### config.mk
export PLATFORM = sky130hd
export DESIGN_NAME = tt_um_trivium_lite_dec
export DESIGN_NICKNAME = d
export VERILOG_FILES = /design/src/rtl/tt_um_trivium_lite_dec.sv
export SDC_FILE = /design/constraint.sdc
export NUM_CORES = 1
export LEC_CHECK = 0
export CORE_UTILIZATION = 55
export CTS_CLUSTER_DIAMETER = 150
export CTS_CLUSTER_SIZE = 8
export DETAILED_ROUTE_END_ITERATION = 8
export GPL_TIMING_DRIVEN = 0
export PLACE_DENSITY = 0.87
export SETUP_SLACK_MARGIN = 0.3
export SKIP_CTS_REPAIR_TIMING = 1
export SYNTH_ARGS = -nofsm -noshare
export SYNTH_HDL_FRONTEND = slang
export SYNTH_SLANG_ARGS = --single-unit
### constraint.sdc
create_clock -name clk -period 2.69 [get_ports clk]
set_input_delay 0.269 -clock clk [delete_from_list [all_inputs] [get_ports clk]]
set_output_delay 0.269 -clock clk [all_outputs]
set_load 0.01 [all_outputs]
### src/rtl/tt_um_trivium_lite_dec.sv
// ---------------------------------------------------------------------------
// tt_um_trivium_lite_dec
// Purpose : receive-side Trivium-lite tile. A seed byte restarts the keystream
//           generator. Each incoming ciphertext byte is XORed with the current
//           keystream byte to give plaintext, which is held on uo_out until the
//           sink takes it.
// Ports   : clk, rst_n (async active-low), ena (ignored)
//           ui_in   [7:0] seed (uio_in[1]=1) or ciphertext byte
//           uio_in  [0] in_valid [1] is_seed [2] resync [3] out_ready
//           uo_out  [7:0] plaintext, valid while out_valid=1
//           uio_out [4] in_ready [5] out_valid [6] locked [7] err, [3:0]=0
//           uio_oe  constant 8'hF0
// Options : define TRIVIUM_DEC_ERR_EN to drive uio_out[7] with a one-cycle
//           error pulse. The pulse fires on a rejected seed (00/FF) or on
//           ciphertext received while unlocked. Otherwise uio_out[7] is 0.
// ---------------------------------------------------------------------------
module tt_um_trivium_lite_dec #(
  parameter logic [7:0]  SEED_MASK = 8'hA5,
  parameter int unsigned CNT_W     = 8
) (
  input  logic       clk,
  input  logic       rst_n,
  input  logic       ena,
  input  logic [7:0] ui_in,
  input  logic [7:0] uio_in,
  output logic [7:0] uo_out,
  output logic [7:0] uio_out,
  output logic [7:0] uio_oe
);

  typedef enum logic [1:0] {
    ST_IDLE = 2'd0,
    ST_GEN  = 2'd1,
    ST_WAIT = 2'd2
  } state_t;

  state_t           r_state;
  logic [7:0]       r_s1;
  logic [7:0]       r_s2;
  logic [7:0]       r_s3;
  logic [7:0]       r_ks;
  logic [2:0]       r_step;
  logic [CNT_W-1:0] r_cnt;
  logic [7:0]       r_uo;
  logic             r_out_valid;
  logic             r_locked;

  logic w_in_valid;
  logic w_is_seed;
  logic w_resync;
  logic w_out_ready;
  logic w_in_ready;
  logic w_xfer;
  logic w_seed_xfer;
  logic w_cipher_xfer;
  logic w_seed_ok;
  logic w_err;
  logic w_b;
  logic [7:0] w_s1_nxt;
  logic [7:0] w_s2_nxt;
  logic [7:0] w_s3_nxt;
  logic w_unused;

  assign w_in_valid  = uio_in[0];
  assign w_is_seed   = uio_in[1];
  assign w_resync    = uio_in[2];
  assign w_out_ready = uio_in[3];

  // Seeds are always accepted. Ciphertext is accepted when unlocked (to be
  // dropped) or when a keystream byte is ready and the output slot frees up.
  // Held low while in reset so the pins read all-zero.
  assign w_in_ready = rst_n & (w_is_seed | (r_state == ST_IDLE) |
                      ((r_state == ST_WAIT) & (~r_out_valid | w_out_ready)));

  assign w_xfer        = w_in_valid & w_in_ready;
  assign w_seed_xfer   = w_xfer & w_is_seed;
  assign w_cipher_xfer = w_xfer & ~w_is_seed;
  assign w_seed_ok     = (ui_in != 8'h00) && (ui_in != 8'hFF);

  // One keystream step; must stay bit-identical to the encryptor tile.
  assign w_b      = r_s1[0] ^ r_s2[0] ^ r_s3[0];
  assign w_s1_nxt = {r_s1[6:0], r_s2[0] ^ r_s3[1]};
  assign w_s2_nxt = {r_s2[6:0], r_s3[3] ^ r_s1[1]};
  assign w_s3_nxt = {r_s3[6:0], r_s1[5] ^ r_s2[2]};

  // Main control FSM and datapath; resync acts as a synchronous reset.
  always_ff @(posedge clk or negedge rst_n) begin
    if (!rst_n) begin
      r_state     <= ST_IDLE;
      r_s1        <= 8'd1;
      r_s2        <= 8'd2;
      r_s3        <= 8'd3;
      r_ks        <= 8'd0;
      r_step      <= 3'd0;
      r_cnt       <= '0;
      r_uo        <= 8'd0;
      r_out_valid <= 1'b0;
      r_locked    <= 1'b0;
    end else if (w_resync) begin
      r_state     <= ST_IDLE;
      r_s1        <= 8'd1;
      r_s2        <= 8'd2;
      r_s3        <= 8'd3;
      r_ks        <= 8'd0;
      r_step      <= 3'd0;
      r_cnt       <= '0;
      r_uo        <= 8'd0;
      r_out_valid <= 1'b0;
      r_locked    <= 1'b0;
    end else begin
      if (w_out_ready) begin
        r_out_valid <= 1'b0;
      end
      if (w_seed_xfer && w_seed_ok) begin
        // Valid seed restarts generation; a pending plaintext byte is kept.
        r_s1     <= ui_in;
        r_s2     <= {~ui_in[3:0], ui_in[7:4]};
        r_s3     <= ui_in ^ SEED_MASK;
        r_ks     <= 8'd0;
        r_step   <= 3'd0;
        r_cnt    <= '0;
        r_locked <= 1'b1;
        r_state  <= ST_GEN;
      end else if (!w_seed_xfer) begin
        unique case (r_state)
          ST_IDLE: begin
            // Ciphertext while unlocked is consumed and dropped.
          end
          ST_GEN: begin
            r_s1   <= w_s1_nxt;
            r_s2   <= w_s2_nxt;
            r_s3   <= w_s3_nxt;
            r_ks   <= {r_ks[6:0], w_b};
            r_step <= r_step + 3'd1;
            if (r_step == 3'd7) begin
              r_state <= ST_WAIT;
            end
          end
          ST_WAIT: begin
            if (w_cipher_xfer) begin
              r_uo        <= ui_in ^ r_ks;
              r_out_valid <= 1'b1;
              r_cnt       <= r_cnt + CNT_W'(1);
              r_step      <= 3'd0;
              r_state     <= ST_GEN;
            end
          end
          default: r_state <= ST_IDLE;
        endcase
      end
    end
  end

`ifdef TRIVIUM_DEC_ERR_EN
  logic r_err;

  // One-cycle pulse on a rejected seed or ciphertext arriving while unlocked.
  always_ff @(posedge clk or negedge rst_n) begin
    if (!rst_n) begin
      r_err <= 1'b0;
    end else if (w_resync) begin
      r_err <= 1'b0;
    end else begin
      r_err <= (w_seed_xfer & ~w_seed_ok) |
               (w_cipher_xfer & (r_state == ST_IDLE));
    end
  end

  assign w_err = r_err;
`else
  assign w_err = 1'b0;
`endif

  assign uo_out  = r_uo;
  assign uio_out = {w_err, r_locked, r_out_valid, w_in_ready, 4'b0000};
  assign uio_oe  = 8'hF0;

  // The byte counter and these pins have no observable output.
  assign w_unused = &{1'b0, ena, uio_in[7:4], r_cnt};

endmodule

# Word level (Yosys, flattened, before mapping)
# Cells that the tools add are included.
# Widths: inputs -> output; s select.
[classes]
add_sub_neg = 1
eq_ne = 10
muxes = 40
bitwise = 17
reduce_logical = 13
[op_table]
columns = ["cell", "n"]
rows = [
  ["$mux 8", 9],
  ["$mux 3", 8],
  ["$mux 6", 4],
  ["$mux 4", 4],
  ["$mux 2", 5],
  ["$mux 1", 8],
  ["$ne 8x8->1 const B", 1],
  ["$reduce_and 4->1", 2],
  ["$reduce_bool 8->1", 1],
  ["$xor 8x8->8", 1],
  ["$ne 3x2->1 const B", 2],
  ["$pmux 2 s3", 1],
  ["$pmux 3 s2", 1],
  ["$reduce_bool 2->1", 3],
  ["$and 1x1->1", 5],
  ["$xor 1x1->1", 5],
  ["$ne 2x2->1 const B", 2],
  ["$ne 4x3->1 const B", 1],
  ["$ne 4x4->1 const B", 1],
  ["$reduce_bool 4->1", 1],
  ["$add 3x1->3 const B", 1],
  ["$eq 3x3->1 const B", 1],
  ["$or 1x1->1", 3],
  ["$reduce_and 3->1", 1],
  ["8 further kinds", 10],
]
[totals]
regBits = 36
inputBits = 19
out_inout_bits = 24
word_cells = 90

# Longest topological paths before layout
# Gate-level depths: netlist of run 1.
[logic_depth]
depth_word = 12
mapped_depth = 6
mapped_depth_nobuf = 5

# Least setup slack after synthesis of run 1
# Ideal clock, no wire load.
[synth_path]
kind = "reg-to-reg"
startpoint = "reg r_out_valid"
endpoint = "reg r_state[0]"
setup_ns = 0.078
arrival_ns = 1.351
t_required_ns = 2.612
path_slack_ns = 1.261
stages_incl_launch_ff = 6
path_cell_list = "dfrtp_1 > nor2b_1 > nor4_4 > buf_4 > a21oi_1 > a21oi_1"
[synth_between]
elab_chain_cells = 10
word_cells_on_any_way = 16
[synth_rtl]
columns = ["element", "line", "rtl"]
rows = [
  ["start, declared", "45", "logic r_out_valid;"],
  ["start signal, assigned", "97", "r_out_valid <= 1'b0;"],
  ["start signal, assigned", "108", "r_out_valid <= 1'b0;"],
  ["start signal, assigned", "112", "r_out_valid <= 1'b0;"],
  ["$not 1->1 (*)", "73", "((r_state == ST_WAIT) & (~r_out_valid | w_out_ready)));"],
  ["$or 1x1->1 (*)", "73", ""],
  ["$and 1x1->1 (*)", "73", ""],
  ["$or 1x1->1 (*)", "72", "assign w_in_ready = rst_n & (w_is_seed | (r_state == ST_IDLE) |"],
  ["$and 1x1->1 (*)", "72", ""],
  ["$and 1x1->1 (*)", "75", "assign w_xfer = w_in_valid & w_in_ready;"],
  ["$and 1x1->1", "76", "assign w_seed_xfer = w_xfer & w_is_seed;"],
  ["$logic_and 1x1->1", "114", "if (w_seed_xfer && w_seed_ok) begin"],
  ["$ne 4x4->1 (no line), or another cell as far along", "n/a", ""],
  ["$reduce_and 4->1 (no line) or $mux 2 (tied branches)", "n/a", ""],
  ["end signal, assigned", "89", "r_state <= ST_IDLE;"],
  ["end signal, assigned", "123", "r_state <= ST_GEN;"],
  ["end signal, assigned", "136", "r_state <= ST_WAIT;"],
  ["end, declared", "37", "state_t r_state;"],
]
# Every way passes the cells marked *; elsewhere a longest branch is shown, timed or not.
# A chain may end at the register's enable or synchronous reset.

# Final worst setup path of run 1
[layout_path]
startpoint = "in uio_in[3]"
endpoint = "out uio_out[4]"
[layout_between]
elab_chain_cells = 4
[layout_rtl]
columns = ["element", "line", "rtl"]
rows = [
  ["start, declared", "25", "input logic [7:0] uio_in,"],
  ["$or 1x1->1", "73", ""],
  ["$and 1x1->1", "73", ""],
  ["$or 1x1->1", "72", ""],
  ["$and 1x1->1", "72", ""],
  ["end, declared", "27", "output logic [7:0] uio_out,"],
]
# No other way between the ends.

==> results of run 1 <==
-- cell usage in the layout (no fill, tap or decap), types with 4 or more instances in the layout --
cell / instances
a211oi_1: 9
a21oi_1: 18
a311oi_1: 5
and3_1: 5
buf_2: 5
buf_4: 20
clkbuf_8: 5
clkdlybuf4s50_1: 23
conb_1: 13
dfrtp_1: 32
dfstp_2: 4
nand2_1: 36
nand2b_1: 4
nand3_1: 7
nor2_1: 13
nor3_1: 6
o21ai_0: 4
o22ai_1: 5
xnor2_1: 13
-- cells in the mapped netlist, types with 2 or more instances --
library cell,instances,share of area
nand2_1,36,0.067
dfrtp_1,32,0.39
buf_4,20,0.074
a21oi_1,18,0.044
nor2_1,13,0.024
xnor2_1,13,0.056
a211oi_1,9,0.033
nand3_1,7,0.017
nor3_1,6,0.015
a311oi_1,5,0.022
and3_1,5,0.015
o22ai_1,5,0.015
buf_2,4,0.0099
dfstp_2,4,0.052
nand2b_1,4,0.012
o21ai_0,4,0.0099
and2_1,3,0.0093
clkbuf_1,3,0.0056
a31oi_1,2,0.0062
conb_1,2,0.0037
ha_1,2,0.012
nor4_2,2,0.012
o221ai_1,2,0.0086
-- path summary, 6_finish.rpt --
path                       slack, ps  cells after the start         end        start
max                              520                      6  uio_out[4]    uio_in[3]
min                               90                      1   r_step[0]        rst_n
max reg2reg                     1000                      5  r_state[0]  r_out_valid
min reg2reg                      540                      2     r_s2[2]      r_s2[1]
max in group asynchronous       2060                      1     r_s1[3]        rst_n
min in group clk                 540                      2     r_s2[2]      r_s2[1]
-- state kept, by name, indices dropped and copies added, names as in the netlist --
register     count
uo_out           8
r_ks             8
r_out_valid      1
r_s1             6
r_s2             3
r_locked         1
r_s3             4
r_step           3
r_state          2
-- logic make-up (layout without fill, tap and decap cells) --
group,Yosys count,after routing,synth area share
buffers and inverters,29,61,0.0938
AO/OA/AOI/OAI,54,54,0.180
XOR/XNOR,13,13,0.0561
other,2,13,0.00370
flip-flops,36,36,0.447
adder cells (fa/ha/maj),2,2,0.0123
AND/OR/NAND/NOR,83,83,0.207
-- routing by layer --
layer,share of wire,global-route usage
met1,0.41,0.331
met2,0.50,0.424
met3,0.063,0.0511
met4,0.025,0.134
met5,0,0
-- critical path, cell delays in order --
cell and delay (ps):
clkdlybuf4s50_1 410, nor2b_1 340, a21oi_1 120, o21a_1 180, buf_4 120, clkdlybuf4s50_1 460
-- final cells by class --
type | instances | area, sq um | area share
clock buffer | 5 | 68.8 | 0.0278
multi-input combinational | 165 | 973 | 0.394
inverter | 1 | 3.75 | 0.00152
tap | 46 | 57.6 | 0.0233
clock inverter | 3 | 42.5 | 0.0172
buffer | 28 | 186 | 0.0754
sequential | 36 | 906 | 0.366
timing repair buffer | 24 | 235 | 0.0951
-- power by group --
group	leakage [nW]	switching, mW	internal, mW
Clock	0.0541	0.191	0.274
Sequential	0.483	0.0140	0.561
Combinational	0.469	0.0950	0.0760
Total	1.01	0.300	0.911
==> results.py, run 1 <==
metrics = {
    "run_status": {
        "status": "finished, final reports clean",
    },
    "detailed_routing": {
        "totalWireLength_mm": 4.62,
        "drtAntennaViolNets": 0,
        "vias": 1706,
        "drc": 0,
        "first_pass_iters": 5,
        "wire_per_inst_um": 15.0,
        "viasPerCell": 5.54,
        "drt_iter0_drc": 128,
    },
    "final_layout": {
        "n_fill_cell": 256,
        "fin_nets": 282,
        "finalNonFillerCells": 308,
        "syn2layout_area_growth_pct": 22.0,
        "finalInstanceArea_sq_um": 2470,
        "drive_above_1_share": 0.176,
        "n_antenna_cell": 0,
        "fin_util": 0.719,
    },
    "sta": {
        "setup_ws_ps": 517,
        "drv_slew": 0,
        "max_slew_margin": 0.432,
        "finalClockSkew_ps": 7.11,
        "fin_tns_setup_ps": 0,
        "final-hold-violation-count": 0,
        "min_period_ps": 2170,
        "whs_ps": 90.3,
        "worst_pin_slew_ps": 852,
        "setup_viol": 0,
        "timing.final.crit_share": 0.808,
        "fmax_mhz": 460,
        "rsz0062_at_grt": "no",
    },
    "place": {
        "placed_area_sq_um": 2360,
        "dp.cells": 300,
        "io_buffers": 24,
        "hpwlAfterDp_mm": 3.31,
        "gp_congestion": 0.868,
        "pre_cts_ws_ps": 305,
    },
    "yosys": {
        "synthFlopType": "dfrtp_1",
        "synthCells": 219,
        "synth_cell_types": 41,
        "synth-seq-cells": 36,
        "synthArstFlopShare": 1.00,
        "ys_warn_count": 0,
        "synth_edf_count": 0,
        "yosysSeqAreaShare": 0.447,
        "netlist_area_sq_um": 2030,
        "syn_avg_cell_area_sq_um": 9.26,
    },
    "job": {
        "drv_cap": 0,
    },
    "floorplanning": {
        "dieArea_sq_um": 3930,
        "io_pins": 43,
        "row_count": 21,
        "die_x_um": 62.7,
        "initial_core_util": 0.589,
        "dieHeight_um": 62.7,
        "coreArea_sq_um": 3440,
    },
    "power": {
        "vdd_drop_max_v": 0.000341,
        "power_density_nw_per_um2": 490,
        "p_leak_nw": 1.01,
        "p_total_mw": 1.21,
    },
    "setup_path": {
        "required_ps": 2420,
        "start_kind": "input port",
        "cp-end-kind": "primary output",
        "critPathKind": "in -> out",
        "crit_arrival_ps": 1900,
        "path_max_fanout": 4,
    },
    "global_routing": {
        "grt_pass1_wl_mm": 7.90,
        "grt_overflow_total": 0,
        "grt_antenna_before_repair": 0,
        "grt_max_degree": 42,
        "gr-usage-all-layers": 0.261,
        "grt_pass1_vias": 1738,
    },
    "clock_network": {
        "clock_sink_count": 36,
        "insertion_delay_ps": 290,
        "cts_tree": "built",
        "clock_path_buffers": 2,
        "clockRootBuffer": "clkbuf_8",
        "clkTransAtPathRegs_ps": 70,
        "htreeDepth": 2,
        "cts_made_buffers": 5,
    },
    "hold_path": {
        "hold_class": "in -> async",
    },
}
(Power assumes the default switching activity.)
==> run 2, diff against run 1 <==
--- a/config.mk
+++ b/config.mk
@@ -5,12 +5,12 @@
 export SDC_FILE = /design/constraint.sdc
 export NUM_CORES = 1
 export LEC_CHECK = 0
-export CORE_UTILIZATION = 55
+export CORE_UTILIZATION = 51
 export CTS_CLUSTER_DIAMETER = 150
 export CTS_CLUSTER_SIZE = 8
 export DETAILED_ROUTE_END_ITERATION = 8
 export GPL_TIMING_DRIVEN = 0
-export PLACE_DENSITY = 0.87
+export PLACE_DENSITY = 0.82
 export SETUP_SLACK_MARGIN = 0.3
 export SKIP_CTS_REPAIR_TIMING = 1
 export SYNTH_ARGS = -nofsm -noshare
==> constraint.sdc (replaced) <==
create_clock -name clk -period 2.3 [get_ports clk]
set_input_delay 0.23 -clock clk [delete_from_list [all_inputs] [get_ports clk]]
set_output_delay 0.23 -clock clk [all_outputs]
set_load 0.01 [all_outputs]
==> results.py, run 2 (same netlist as run 1, synthesis figures left out) <==
metrics = {
    "run_status": {
        "status": "finished, final reports clean",
    },
    "detailed_routing": {
        "drc": 0,
        "drtAntennaViolNets": 0,
        "first_pass_iters": 4,
        "totalWireLength_mm": 4.74,
        "vias": 1754,
        "wire_per_inst_um": 15.1,
        "viasPerCell": 5.57,
        "drt_iter0_drc": 146,
    },
    "power": {
        "vdd_drop_max_v": 0.000369,
        "p_leak_nw": 1.04,
        "pwr-share-seq": 0.511,
        "clkPwrFrac": 0.328,
        "switching_share": 0.266,
        "power_frac_comb": 0.162,
        "power_density_nw_per_um2": 522,
        "p_int_mw": 0.967,
        "p_total_mw": 1.32,
        "power.switching_mw": 0.350,
    },
    "sta": {
        "fmax_mhz": 559,
        "rsz0062_at_grt": "no",
        "setup_viol": 0,
        "max_slew_margin": 0.665,
        "final-hold-violation-count": 0,
        "whs_ps": 41.8,
        "worst_pin_slew_ps": 499,
        "drv_slew": 0,
        "setup_ws_ps": 510,
        "fin_tns_setup_ps": 0,
        "finalClockSkew_ps": 9.73,
        "timing.final.crit_share": 0.778,
        "min_period_ps": 1790,
    },
    "setup_path": {
        "r2r_end": "r_s3[2]",
        "required_ps": 2470,
        "r2r-start": "r_state[1]",
        "r2r_slack_ps": 620,
        "cp-end-kind": "register",
        "path_max_fanout": 10,
        "crit_arrival_ps": 1960,
        "critPathKind": "in -> reg",
        "start_kind": "input port",
        "worst-r2r-cell-count": 5,
    },
    "final_layout": {
        "fin_nets": 287,
        "n_antenna_cell": 0,
        "final_cell_mix": "nand2_1, dfrtp_1, clkdlybuf4s50_1",
        "seq_area_sq_um": 906,
        "layout_commonest_cell": "nand2_1",
        "multiInputGateArea_sq_um": 981,
        "n_fill_cell": 302,
        "drive_above_1_share": 0.180,
        "syn2layout_area_growth_pct": 24.6,
        "finalInstanceArea_sq_um": 2530,
        "finalNonFillerCells": 315,
        "fin_util": 0.675,
    },
    "place": {
        "pre_cts_ws_ps": -36.4,
        "gp_congestion": 0.897,
        "placed_area_sq_um": 2360,
        "dp.cells": 302,
        "hpwlAfterDp_mm": 3.22,
        "io_buffers": 24,
    },
    "job": {
        "drv_cap": 0,
    },
    "clock_network": {
        "insertion_delay_ps": 300,
        "clock_path_buffers": 2,
        "htreeDepth": 2,
        "cts_made_buffers": 5,
        "clockRootBuffer": "clkbuf_8",
        "cts_tree": "built",
        "clkTransAtPathRegs_ps": 70,
        "clock_sink_count": 36,
    },
    "floorplanning": {
        "dieArea_sq_um": 4230,
        "io_pins": 43,
        "die_x_um": 65.1,
        "row_count": 22,
        "dieHeight_um": 65.1,
        "initial_core_util": 0.542,
        "coreArea_sq_um": 3740,
    },
    "global_routing": {
        "grt_max_degree": 42,
        "grt_antenna_before_repair": 0,
        "gr-usage-all-layers": 0.238,
        "grt_pass1_wl_mm": 7.40,
        "grt_overflow_total": 0,
        "grt_pass1_vias": 1556,
    },
    "hold_path": {
        "hold_class": "in -> async",
    },
}
[run 2: area by class of cell]
cell class | count | area share
Tap cell | 48 | 0.0238
Sequential cell | 36 | 0.359
Inverter | 1 | 0.00149
Clock inverter | 1 | 0.00198
Buffer | 28 | 0.0738
Clock buffer | 7 | 0.0302
Multi-Input combinational cell | 165 | 0.388
Timing Repair Buffer | 29 | 0.122
[run 2: worst max path at each step]
stage	startpoint	end	slack (ps)	depth (start not counted)
5_1_grt	uio_in[1]	r_s1[5]	410	6
2_1_floorplan	r_out_valid	r_state[0]	870	5
3_3_place_gp	rst_n	r_s1[2]	-1230	6
3_5_place_dp	rst_n	r_s3[2]	-40	6
6_report	ui_in[4]	r_ks[1]	510	7
4_1_cts	r_out_valid	uio_out[4]	150	5
[run 2: critical path, stage by stage]
cell and delay, ps:
clkdlybuf4s50_1 540, and3_1 270, and3_1 180, buf_4 170, o21ai_1 230, buf_2 280
a21oi_1 70
[run 2: metal layers]
metal	vias to the layer above	global-route usage	share of wire
li1	843	-	-
met1	833	0.307	0.45
met2	70	0.376	0.47
met3	8	0.0792	0.071
met4	0	0.0788	0.012
met5	-	0	0
[run 2: power by group through the flow]
stage | Clock, mW | Combinational (mW) | Sequential, mW
after floorplan | 0 | 0.125 | 0.680
after global placement | 0 | 0.196 | 0.683
after detailed placement | 0 | 0.198 | 0.683
after CTS | 0.439 | 0.199 | 0.672
after global routing | 0.475 | 0.232 | 0.674
final | 0.432 | 0.213 | 0.673
